`config.mk`:
```
export PLATFORM = sky130hd
export DESIGN_NAME = fetch_sequencer
export DESIGN_NICKNAME = d
export VERILOG_FILES = /design/src/rtl/fetch_pkg.sv /design/src/rtl/pc_reg.sv /design/src/rtl/fetch_sequencer.sv
export SDC_FILE = /design/constraint.sdc
export NUM_CORES = 1
export LEC_CHECK = 0
export ABC_AREA = 1
export ABC_CLOCK_PERIOD_IN_PS = 6100
export CORE_MARGIN = 5
export CORE_UTILIZATION = 40
export DETAILED_ROUTE_END_ITERATION = 8
export GPL_ROUTABILITY_DRIVEN = 0
export PLACE_DENSITY_LB_ADDON = 0.3
export SLEW_MARGIN = 40
export SYNTH_ARGS = -nofsm -noshare
export SYNTH_HDL_FRONTEND = slang
export SYNTH_HIERARCHICAL = 1
export SYNTH_SLANG_ARGS = --single-unit
```
`constraint.sdc`:
```
create_clock -name clk -period 6.1 [get_ports clk]
set_input_delay 1.22 -clock clk [delete_from_list [all_inputs] [get_ports clk]]
set_output_delay 1.22 -clock clk [all_outputs]
set_load 0.02 [all_outputs]
```
`src/rtl/fetch_pkg.sv`:
```
// Shared types and constants for the instruction-fetch sequencer.
package fetch_pkg;

  typedef enum logic [1:0] {
    IDLE = 2'd0,
    RUN  = 2'd1,
    HALT = 2'd2
  } fetch_state_e;

  localparam logic [31:0] NOP_INSTR = 32'h0000_0000;
  localparam logic [31:0] PC_STEP   = 32'd4;

endpackage

```
`src/rtl/pc_reg.sv`:
```
// Program counter register: load has priority over increment, otherwise hold.
module pc_reg
  import fetch_pkg::*;
(
  input  logic        clk,
  input  logic        rst,
  input  logic        ld,
  input  logic [31:0] ld_addr,
  input  logic        inc,
  output logic [31:0] pc
);

  logic [31:0] pc_q;
  logic [31:0] pc_d;

  // Next-PC selection.
  always_comb begin
    pc_d = pc_q;
    if (ld) begin
      pc_d = ld_addr;
    end else if (inc) begin
      pc_d = pc_q + PC_STEP;
    end
  end

  // PC state, cleared asynchronously.
  always_ff @(posedge clk or negedge rst) begin
    if (!rst) begin
      pc_q <= '0;
    end else begin
      pc_q <= pc_d;
    end
  end

  assign pc = pc_q;

endmodule

```
`src/rtl/fetch_sequencer.sv`:
```
// IF-stage fetch controller: owns the PC, drives imem address, registers IF/ID.
// Optional feature macro FETCH_WRAP_EN: wrap PC to 0 after the last word
// instead of halting.
module fetch_sequencer
  import fetch_pkg::*;
#(
  parameter int unsigned MEM_WORDS = 32,
  parameter int unsigned CNT_W     = 16
) (
  input  logic             clk,
  input  logic             rst,
  input  logic             freeze,
  input  logic             branch_taken,
  input  logic [31:0]      branch_addr,
  output logic [31:0]      imem_addr,
  input  logic [31:0]      imem_data,
  output logic [31:0]      if_pc,
  output logic [31:0]      if_instr,
  output logic             if_valid,
  output logic             halted,
  output logic [CNT_W-1:0] fetch_cnt
);

  localparam logic [31:0] END_ADDR = 32'(MEM_WORDS * 4);

  fetch_state_e     state_q, state_d;
  logic [31:0]      if_pc_q, if_pc_d;
  logic [31:0]      if_instr_q, if_instr_d;
  logic             if_valid_q, if_valid_d;
  logic             halted_q, halted_d;
  logic [CNT_W-1:0] cnt_q, cnt_d;

  logic [31:0]      pc;
  logic [31:0]      pc_next;
  logic             pc_ld;
  logic             pc_inc;
  logic [31:0]      pc_ld_addr;

  pc_reg u_pc_reg (
    .clk     (clk),
    .rst     (rst),
    .ld      (pc_ld),
    .ld_addr (pc_ld_addr),
    .inc     (pc_inc),
    .pc      (pc)
  );

  assign pc_next   = pc + PC_STEP;
  assign imem_addr = pc;

  // Next-state, PC control and IF/ID updates.
  always_comb begin
    state_d    = state_q;
    if_pc_d    = if_pc_q;
    if_instr_d = if_instr_q;
    if_valid_d = if_valid_q;
    cnt_d      = cnt_q;
    pc_ld      = 1'b0;
    pc_inc     = 1'b0;
    pc_ld_addr = '0;

    unique case (state_q)
      IDLE: begin
        state_d = RUN;
      end
      RUN: begin
        if (branch_taken) begin
          pc_ld      = 1'b1;
          pc_ld_addr = branch_addr & ~32'h3;
          if_instr_d = NOP_INSTR;
          if_valid_d = 1'b0;
        end else if (freeze) begin
          // hazard stall: everything holds
        end else if (pc >= END_ADDR) begin
          // out-of-range target: stop without fetching
          state_d    = HALT;
          if_valid_d = 1'b0;
        end else begin
          if_instr_d = imem_data;
          if_pc_d    = pc_next;
          if_valid_d = 1'b1;
          cnt_d      = (cnt_q == '1) ? cnt_q : cnt_q + CNT_W'(1);
          if (pc_next == END_ADDR) begin
`ifdef FETCH_WRAP_EN
            pc_ld      = 1'b1;
            pc_ld_addr = '0;
`else
            pc_inc     = 1'b1;
            state_d    = HALT;
`endif
          end else begin
            pc_inc = 1'b1;
          end
        end
      end
      HALT: begin
        if_valid_d = 1'b0;
        if (branch_taken) begin
          state_d    = RUN;
          pc_ld      = 1'b1;
          pc_ld_addr = branch_addr & ~32'h3;
          if_instr_d = NOP_INSTR;
        end
      end
      default: begin
        state_d = IDLE;
      end
    endcase

    halted_d = (state_d == HALT);
  end

  // FSM and IF/ID registers.
  always_ff @(posedge clk or negedge rst) begin
    if (!rst) begin
      state_q    <= IDLE;
      if_pc_q    <= '0;
      if_instr_q <= NOP_INSTR;
      if_valid_q <= 1'b0;
      halted_q   <= 1'b0;
      cnt_q      <= '0;
    end else begin
      state_q    <= state_d;
      if_pc_q    <= if_pc_d;
      if_instr_q <= if_instr_d;
      if_valid_q <= if_valid_d;
      halted_q   <= halted_d;
      cnt_q      <= cnt_d;
    end
  end

  assign if_pc     = if_pc_q;
  assign if_instr  = if_instr_q;
  assign if_valid  = if_valid_q;
  assign halted    = halted_q;
  assign fetch_cnt = cnt_q;

endmodule

```
==> metrics.cfg, run 1 <==
[status]
outcome=finished clean

[sta]
finalCriticalPeriod_ns=3.691
drv_slew=0
hold_viol=0
worst_pin_slew_ns=0.7505
post-route-period-util=0.6050
fin_tns_setup_ns=0
setup_slack_ns=2.409
rsz0062_at_grt=no
fmax_ghz=0.2709
setup_viol=0
skew_ns=0.01147
maxSlewHeadroom=0.4991

[critical_path]
r2r-end=u_pc_reg/pc[16]
cp_slowest_stage_delay_ns=0.63
worst_r2r_path_depth=10
worstSetupPathType=in -> reg
r2r_slack_ns=2.72
path_cells=clkdlybuf4s50_1 -> nor2_1 -> nand3_2 -> inv_2 -> nand2_1 -> inv_1 -> o21ai_0 -> o21ai_1
startpoint_type=input port
crit_fanout=35
r2r-start=u_pc_reg/pc[12]
critical_path.endpoint_type=flip-flop
critPathTopFamily=buffers and inverters
cp_num_buf_inv=3
crit_slowest_cell=inv_1
crit_arrival_ns=4.04
required_ns=6.45

[route]
wire_per_inst_um=13.48
routed_wl_mm=18.90
drc_errors=0
drtIter0Drc=484
via_count=6788
first_pass_iters=5
final_antenna_net_count=0
via_per_inst=4.842

[hold_path]
hp-start=if_pc[3]
hp-class=reg -> reg
hold_end=if_pc[3]
whs_path_depth=2

[yosys]
synth_area_sq_mm=0.006947
async_flop_share=1.000
ys_types=37
synth-seq-cells=116
synth_edf_count=0
ys_dominant_reg_cell=dfrtp_1
synth_top_area_frac=0.4179
synth_common_cells=251 x nand2_1, 161 x inv_1, 141 x nor2_1
yosys-top-cells-area=dfrtp_1 42%, nand2_1 14%, inv_1 8.7%, nor2_1 7.6%, nand3_1 7.5%
seq_area_frac_synth=0.4179
syn_avg_cell_area_sq_um=7.060
yosys.area.top_type=dfrtp_1
yosysMostFrequentCell=nand2_1
yosys_warnings=6
postSynthCellCount=984

[die]
rows=48
die_w_um=141.8
start_util=0.4044
io_pins=182
core_area_sq_mm=0.01718
die_area_sq_mm=0.02010
dieHeight_um=141.8

[place]
port_buffers=179
place_hpwl_mm=13.76
dp_slack_ns=1.984
dp.cells=1371
dpl_cell_area_sq_mm=0.008967

[clocking]
cts_tree=built
clkLatencyLatePin_ns=0.42
postCtsSetupRepairBufs=0
clk_path_buf_depth=2
holdBufCountCts=0
h-tree-depth=4
ctsResizeCount=0
path_clk_slew_ns=0.06
cts-root-buf=clkbuf_16
cts_made_buffers=17
clock-sinks=116

[grt]
grt_use_total=0.1933
grt_antenna_before_repair=0
grt_max_degree=75
grt_pass1_vias=6501
gr-total-overflow=0
grt_pass1_wl_mm=31.59

[cells_and_area]
area_growth_pct=37.82
nets=1241
drive_above_1_share=0.07052
final_cell_area_sq_mm=0.009574
antenna_cells=0
post-route-util=0.5574
stdcell_count=1402

[pwr]
ir_worst_vdd_v=0.0002193
leakagePower_nw=4.409
p_per_area_mw_per_mm2=437.2

[flow_run]
cap_violations=0

how the worst max path moves through the flow:
stage	startpoint	end	slack, ns	depth (start not counted)
finish	branch_taken	u_pc_reg/pc[16]	2.41	8
detailed placement	branch_taken	u_pc_reg/pc[16]	1.98	8
floorplan	branch_taken	u_pc_reg/pc[12]	3.49	9
global route	branch_taken	u_pc_reg/pc[16]	2.10	8
global placement	branch_taken	u_pc_reg/pc[16]	2.00	8
CTS	branch_taken	u_pc_reg/pc[16]	2.42	8
cells in the final DEF, fill, tap and decap left out, types with 4 or more instances in the layout:
master | netlist | layout
o21bai_1 | 5 | 5
clkdlybuf4s50_1 | 0 | 178
nand2_2 | 5 | 5
a21oi_1 | 4 | 4
dfrtp_1 | 116 | 116
xnor2_1 | 9 | 9
nor3_1 | 5 | 5
inv_1 | 161 | 161
and2_1 | 5 | 5
nand3_1 | 104 | 104
nor2_2 | 10 | 11
ha_1 | 8 | 8
clkbuf_16 | 0 | 17
nand2_1 | 251 | 251
nand4_1 | 15 | 15
a22oi_1 | 19 | 19
nor2_4 | 12 | 12
buf_4 | 0 | 6
inv_2 | 7 | 7
nor2_1 | 141 | 140
xor2_1 | 14 | 14
o21ai_0 | 48 | 48
routing by layer:
metal / up-vias / GRT usage / share of wire
li1: 3422 / - / -
met1: 3135 / 0.2595 / 0.45
met2: 211 / 0.3138 / 0.47
met3: 20 / 0.04685 / 0.067
met4: 0 / 0.05202 / 0.011
met5: - / 0 / 0
area by class of cell:
cell class              count  area [sq um]
clock buffers              20         456.7
flip-flops and latches    116          2903
inverters                 168         630.6
repair buffers            185          1838
clock inverters            11         150.1
fillers                  1659          7602
well taps                 225         281.5
multi-input cells         677          3314
power by group:
group	internal, mW	switching, mW
registers	1.03	0.329
logic	0.782	1.01
clock network	0.664	0.367
worst min-delay path: cells and delay by family, from the launching register on:
family / cells / cell delay (ns)
DFF: 1 / 0.34
and+or+nand+nor: 2 / 0.10
stage by stage:
| stage | hold WS, ns | power, mW |
|---|---|---|
| 2_1_floorplan | 0.5842 | 2.335 |
| 3_3_place_gp | 0.4624 | 3.142 |
| 3_5_place_dp | 0.4664 | 3.174 |
| 4_1_cts | 0.4814 | 4.233 |
| 5_1_grt | 0.4873 | 4.499 |
| 6_report | 0.4772 | 4.186 |
kinds of logic (layout without fill, tap and decap cells):
family          after synthesis  count (layout)  share of synthesized area
other cells                   1               2                  0.0005398
buf+inv                     192             384                     0.1070
flops                       116             116                     0.4179
fa+ha+maj                     8               8                    0.01441
mux                           1               1                   0.001621
xor+xnor                     23              23                    0.02900
simple gates                561             561                     0.3595
compound gates               82              82                    0.07007
Power figures use the tool's default switching activity.
==> run 2, diff against run 1 <==
- ABC_CLOCK_PERIOD_IN_PS: 6100 -> 3000
- clock period: 6.1 -> 3 ns (I/O delays scaled with it)
==> run 2 against run 1 <==
Count of clock-buffer cells in the layout is the same; power grew 100%; utilization grew 0.76 points; non-clock buffer count grew 21; clock skew shrank 0.0034 ns; critical path type is now reg -> reg; highest routed layer unchanged.
==> metrics.cfg, run 2 (synthesis gave the netlist of run 1 again) <==
[cells_and_area]
nFillCells=1645  ; was 1659
area_growth_pct=39.72  ; was 37.82%
final_cell_area_sq_mm=0.009706  ; was 0.009574 sq mm
drive_above_1_share=0.08445  ; was 0.07052
nets=1262  ; was 1241
final_cell_mix=251 x nand2_1, 178 x clkdlybuf4s50_1, 161 x inv_1, 140 x nor2_1, 116 x dfrtp_1  ; unchanged
antenna_cells=0  ; unchanged
multiInputGateArea_sq_mm=0.003319  ; was 0.003314 sq mm
seqCellArea_sq_mm=0.002903  ; unchanged
final_common_cell=nand2_1  ; unchanged

[critical_path]
cp_num_buf_inv=0  ; was 3
crit_arrival_ns=2.95  ; was 4.04 ns
worstSetupPathType=reg -> reg  ; was in -> reg
path_cells=ha_1 -> nand2_1 -> nor2_4 -> nand2_1 -> nor2_1 -> nand2_1 -> nand2_1 -> nand2_1 -> nor2_1 -> nand2_1 -> nor2_1 -> nand3_1 -> nand2_1 -> nand2_1 -> nand3_1 -> nand3_1 -> and2_1  ; was clkdlybuf4s50_1 -> nor2_1 -> nand3_2 -> inv_2 -> nand2_1 -> inv_1 -> o21ai_0 -> o21ai_1
required_ns=3.30  ; was 6.45 ns
r2r-start=u_pc_reg/pc[2]  ; was u_pc_reg/pc[12]
r2r_slack_ns=0.34  ; was 2.72 ns
cp_slowest_stage_delay_ns=0.51  ; was 0.63 ns
crit_slowest_cell=dfrtp_1  ; was inv_1
r2r-end=state_q[0]  ; was u_pc_reg/pc[16]
critical_path.endpoint_type=flip-flop  ; unchanged
endpoint=state_q[0]  ; was u_pc_reg/pc[16]
setup.worst_path.start=u_pc_reg/pc[2]  ; was branch_taken
critPathTopFamily=simple AND/OR/NAND/NOR gates  ; was buffers and inverters
worst_r2r_path_depth=17  ; was 10
crit_path_frequent_cell=nand2_1
cp_num_cells=17  ; was 8
startpoint_type=flip-flop  ; was input port
crit_fanout=9  ; was 35

[grt]
grt_pass1_vias=6554  ; was 6501
grt_use_total=0.1977  ; was 0.1933
grt_pass1_wl_mm=32.09  ; was 31.59 mm
grt_max_degree=65  ; was 75
gr-total-overflow=0  ; unchanged
grt_antenna_before_repair=0  ; unchanged

[sta]
skew_ns=0.008048  ; was 0.01147 ns
setup_slack_ns=0.3419  ; was 2.409 ns
fmax_ghz=0.3762
drv_slew=0  ; unchanged
rsz0062_at_grt=no  ; unchanged
finalCriticalPeriod_ns=2.658
setup_viol=0  ; unchanged
fin_tns_setup_ns=0  ; unchanged
hold_viol=0  ; unchanged
worst_pin_slew_ns=0.7302  ; was 0.7505 ns
post-route-period-util=0.8860
maxSlewHeadroom=0.5120  ; was 0.4991

[clocking]
clock-sinks=116  ; unchanged
postCtsSetupRepairBufs=0  ; unchanged
cts-root-buf=clkbuf_16  ; unchanged
holdBufCountCts=0  ; unchanged
h-tree-depth=4  ; unchanged
cts_tree=built  ; unchanged
clkLatencyLatePin_ns=0.41  ; was 0.42 ns
cts_made_buffers=17  ; unchanged
path_clk_slew_ns=0.06  ; about the same
clk_path_buf_depth=2  ; unchanged
ctsResizeCount=0  ; unchanged

[die]
start_util=0.4044  ; unchanged
io_pins=182  ; unchanged
core_area_sq_mm=0.01718  ; unchanged
dieHeight_um=141.8  ; unchanged
die_area_sq_mm=0.02010  ; unchanged
die_w_um=141.8  ; unchanged
rows=48  ; unchanged

[route]
via_per_inst=4.821  ; was 4.842
first_pass_iters=4  ; was 5
routed_wl_mm=19.46  ; was 18.90 mm
final_antenna_net_count=0  ; unchanged
wire_per_inst_um=13.69  ; was 13.48 um
via_count=6851  ; was 6788
drc_errors=0  ; unchanged
drtIter0Drc=314  ; was 484

[place]
dpl_cell_area_sq_mm=0.009151  ; was 0.008967 sq mm
dp_slack_ns=0.3694  ; was 1.984 ns
port_buffers=179  ; unchanged
place_hpwl_mm=14.23  ; was 13.76 mm

[status]
outcome=finished clean  ; unchanged

[pwr]
p_per_area_mw_per_mm2=880.0  ; was 437.2 mW/mm^2
leakagePower_nw=4.504  ; was 4.409 nW
finalPower_mw=8.541  ; was 4.186 mW
ir_worst_vdd_v=0.0004633  ; was 0.0002193 V

[flow_run]
cap_violations=0  ; unchanged

[hold_path]
hp-class=in -> async  ; was reg -> reg

[run 2: changes by cell type in the layout (fill, tap and decap cells not counted), sizes merged]
cell,before,now
inv,171,169
buf,7,28
clkinv,3,4
bufinv,3,2
[run 2: metal layers]
layer | global-route usage | routed length (um)
met5 | 0 | 0
met4 | 0.06919 | 374
met3 | 0.04820 | 1288
met2 | 0.3123 | 8919
met1 | 0.2659 | 8877
[run 2: worst min-delay path by stage]
| stage | to | slack, ns | start | cells past startpoint |
|---|---|---|---|---|
| floorplan | fetch_cnt[0] | 0.30 | rst | 0 |
| global placement | if_pc[1] | 0.46 | if_pc[1] | 2 |
| detailed placement | if_pc[1] | 0.46 | if_pc[1] | 2 |
| finish | fetch_cnt[8] | 0.22 | rst | 1 |
| CTS | fetch_cnt[8] | 0.23 | rst | 1 |
| global route | fetch_cnt[8] | 0.27 | rst | 1 |
[run 2: area by class of cell]
cell class                 count  share of cell area
multi-input combinational    677              0.3420
clock inverter                 9             0.01109
tap                          225             0.02901
timing repair buffer         206              0.2078
sequential                   116              0.2991
clock buffer                  20             0.04602
inverter                     168             0.06497
[run 2: worst register-to-register path, stage by stage (launching register included)]
cell and delay [ns]:
dfrtp_1 0.51, ha_1 0.25, nand2_1 0.12, nor2_4 0.22, nand2_1 0.14, nor2_1 0.24
nand2_1 0.09, nand2_1 0.07, nand2_1 0.06, nor2_1 0.11, nand2_1 0.08, nor2_1 0.10
nand3_1 0.09, nand2_1 0.09, nand2_1 0.06, nand3_1 0.07, nand3_1 0.09, and2_1 0.15
[run 2: where the power goes]
| group | switching, mW | total [mW] | internal (mW) |
|---|---|---|---|
| combinational | 2.30 | 4.01 | 1.71 |
| clock | 0.712 | 1.94 | 1.23 |
| sequential | 0.482 | 2.59 | 2.11 |
[run 2: stage by stage]
| stage | util | cells | hold slack (ns) |
|---|---|---|---|
| CTS | 0.5651 | 1421 | 0.2340 |
| floorplan | - | 985 | 0.3044 |
| finish | 0.5651 | 1421 | 0.2179 |
| detailed placement | 0.5328 | 1392 | 0.4643 |
| global route | 0.5651 | 1421 | 0.2736 |
| global placement | 0.5325 | 1392 | 0.4628 |
==> run 3, diff against run 2 <==
- ABC_AREA: 1 -> 0
==> run 3 against run 2 <==
Setup slack worse by 0.32 ns; die area shrank 10%; register-to-register slack got worse by 0.32 ns; routed wire length is 8.2% lower; largest cell class unchanged; highest routed layer unchanged.
==> metrics.cfg, run 3 <==
[grt]
grt_pass1_wl_mm=29.17  ; was 32.09 mm
grt_antenna_before_repair=0  ; unchanged
grt_pass1_vias=5659  ; was 6554
grt_max_degree=69  ; was 65
gr-total-overflow=0  ; unchanged
grt_use_total=0.2007  ; was 0.1977

[yosys]
syn_avg_cell_area_sq_um=9.265  ; was 7.060 sq um
ys_types=57  ; was 37
postSynthCellCount=669  ; was 984
synth-seq-cells=116  ; unchanged
yosys.area.top_type=dfrtp_1  ; unchanged
async_flop_share=1.000  ; unchanged
synth_common_cells=116 x dfrtp_1, 105 x nand2_1, 51 x o21ai_0  ; was 251 x nand2_1, 161 x inv_1, 141 x nor2_1
yosys-top-cells-area=dfrtp_1 47%, nand2_1 6.4%, o21ai_0 4.1%, and3_1 3.7%, xnor2_1 2.8%  ; was dfrtp_1 42%, nand2_1 14%, inv_1 8.7%, nor2_1 7.6%, nand3_1 7.5%
synth_area_sq_mm=0.006198  ; was 0.006947 sq mm
synth_top_area_frac=0.4683  ; was 0.4179
yosys_warnings=6  ; unchanged
synth_edf_count=0  ; unchanged
seq_area_frac_synth=0.4683  ; was 0.4179
ys_dominant_reg_cell=dfrtp_1  ; unchanged
yosysMostFrequentCell=dfrtp_1  ; was nand2_1

[die]
io_pins=182  ; unchanged
start_util=0.4077  ; was 0.4044
die_w_um=134.5  ; was 141.8 um
dieHeight_um=134.5  ; was 141.8 um
core_area_sq_mm=0.01520  ; was 0.01718 sq mm
rows=45  ; was 48
die_area_sq_mm=0.01809  ; was 0.02010 sq mm

[clocking]
holdBufCountCts=0  ; unchanged
cts_made_buffers=17  ; unchanged
cts-root-buf=clkbuf_16  ; unchanged
clk_path_buf_depth=2  ; unchanged
clkLatencyLatePin_ns=0.42  ; was 0.41 ns
h-tree-depth=4  ; unchanged
cts_tree=built  ; unchanged
path_clk_slew_ns=0.06  ; about the same
clock-sinks=116  ; unchanged

[critical_path]
startpoint_type=flip-flop  ; unchanged
worst_r2r_path_depth=8  ; was 17
worstSetupPathType=reg -> reg  ; unchanged
crit_fanout=4  ; was 9
crit_arrival_ns=3.31  ; was 2.95 ns
required_ns=3.34  ; was 3.30 ns
critical_path.endpoint_type=flip-flop  ; unchanged

[pwr]
leakagePower_nw=3.950  ; was 4.504 nW
ir_worst_vdd_v=0.0004408  ; was 0.0004633 V
p_per_area_mw_per_mm2=853.2  ; was 880.0 mW/mm^2

[hold_path]
hp-class=in -> async  ; unchanged

[sta]
drv_slew=0  ; unchanged
worst_pin_slew_ns=0.7156  ; was 0.7302 ns
rsz0062_at_grt=yes  ; was no
maxSlewHeadroom=0.5218  ; was 0.5120
fmax_ghz=0.3361  ; was 0.3762 GHz
setup_slack_ns=0.02430  ; was 0.3419 ns
skew_ns=0.01798  ; was 0.008048 ns
hold_viol=0  ; unchanged
setup_viol=0  ; unchanged
fin_tns_setup_ns=0  ; unchanged
post-route-period-util=0.9919  ; was 0.8860
finalCriticalPeriod_ns=2.976  ; was 2.658 ns

[route]
via_per_inst=5.320  ; was 4.821
drtIter0Drc=395  ; was 314
final_antenna_net_count=0  ; unchanged
via_count=5746  ; was 6851
routed_wl_mm=17.87  ; was 19.46 mm
wire_per_inst_um=16.54  ; was 13.69 um
first_pass_iters=4  ; unchanged
drc_errors=0  ; unchanged

[cells_and_area]
final_common_cell=clkdlybuf4s50_1  ; was nand2_1
antenna_cells=0  ; unchanged
seqCellArea_sq_mm=0.002905  ; was 0.002903 sq mm
area_growth_pct=46.91  ; was 39.72%
multiInputGateArea_sq_mm=0.003113  ; was 0.003319 sq mm
final_cell_area_sq_mm=0.009106  ; was 0.009706 sq mm
drive_above_1_share=0.1345  ; was 0.08445
nets=955  ; was 1262
nFillCells=1341  ; was 1645
final_cell_mix=178 x clkdlybuf4s50_1, 114 x dfrtp_1, 105 x nand2_1, 49 x o21ai_0, 49 x buf_4  ; was 251 x nand2_1, 178 x clkdlybuf4s50_1, 161 x inv_1, 140 x nor2_1, 116 x dfrtp_1

[place]
dpl_cell_area_sq_mm=0.008426  ; was 0.009151 sq mm
place_hpwl_mm=12.49  ; was 14.23 mm
dp_slack_ns=-0.1783  ; was 0.3694 ns
port_buffers=179  ; unchanged

[status]
outcome=finished clean  ; unchanged

[flow_run]
cap_violations=0  ; unchanged

==> run 3: logic make-up after synthesis <==
logic type	share of synthesized area
mux	0.02301
compound gates	0.1050
fa+ha+maj	0.01615
other cells	0.0006050
simple gates	0.2907
buf+inv	0.03976
flops	0.4683
xor+xnor	0.05652
==> run 3: layout make-up <==
class	instances	share of cell area
multi-input combinational	500	0.3419
timing repair buffer	228	0.2383
inverter	16	0.006595
tap	188	0.02583
clock inverter	13	0.01869
sequential	116	0.3190
clock buffer	19	0.04974
==> run 3: final timing paths <==
check	start	end	slack [ns]
max reg2reg	u_pc_reg/pc[16]	u_pc_reg/pc[27]	0.02
min	rst	fetch_cnt[12]	0.09
min in group clk	if_instr[30]	if_instr[30]	0.48
max	u_pc_reg/pc[16]	u_pc_reg/pc[27]	0.02
min reg2reg	if_instr[30]	if_instr[30]	0.48
max in group asynchronous	rst	u_pc_reg/pc[31]	2.22
==> run 3: power breakdown <==
group | total (mW) | internal [mW] | switching (mW) | leakage [nW]
sequential | 2.17 | 1.93 | 0.244 | 1.54
clock | 2.13 | 1.36 | 0.767 | 0.297
combinational | 3.47 | 1.50 | 1.97 | 2.11
total | 7.77 | 4.79 | 2.98 | 3.95
==> run 3: per-layer routing <==
layer	wire (um)	GRT usage
met1	7951	0.2673
met2	8334	0.3156
met3	1220	0.04993
met4	361	0.08032
met5	0	0
==> run 3: timing repair <==
item,4_1_cts,5_1_grt
endpoints found under the setup margin,15,13
hold endpoints to repair,0,0
pin swaps,6,0
resized for setup,5,2
buffers inserted,3,0
==> run 3: metrics by stage <==
step           hold slack (ns)  cells  total power [mW]    util
2_1_floorplan           0.3044    670             4.033       -
6_report               0.08750   1080             7.769  0.5990
3_3_place_gp            0.4606   1045             5.567  0.5542
5_1_grt                 0.1082   1080             8.245  0.5990
3_5_place_dp            0.4695   1045             5.612  0.5542
4_1_cts                0.08711   1080             7.817  0.5983
==> run 3: critical path, stage by stage (launching register included) <==
cell and delay (ns):
dfrtp_2 0.39, or3_4 0.39, or4_4 0.44, nor3_4 0.14, and3_4 0.23, nand4_4 0.12, or4b_4 0.59, or4_1 0.41
a31oi_1 0.18
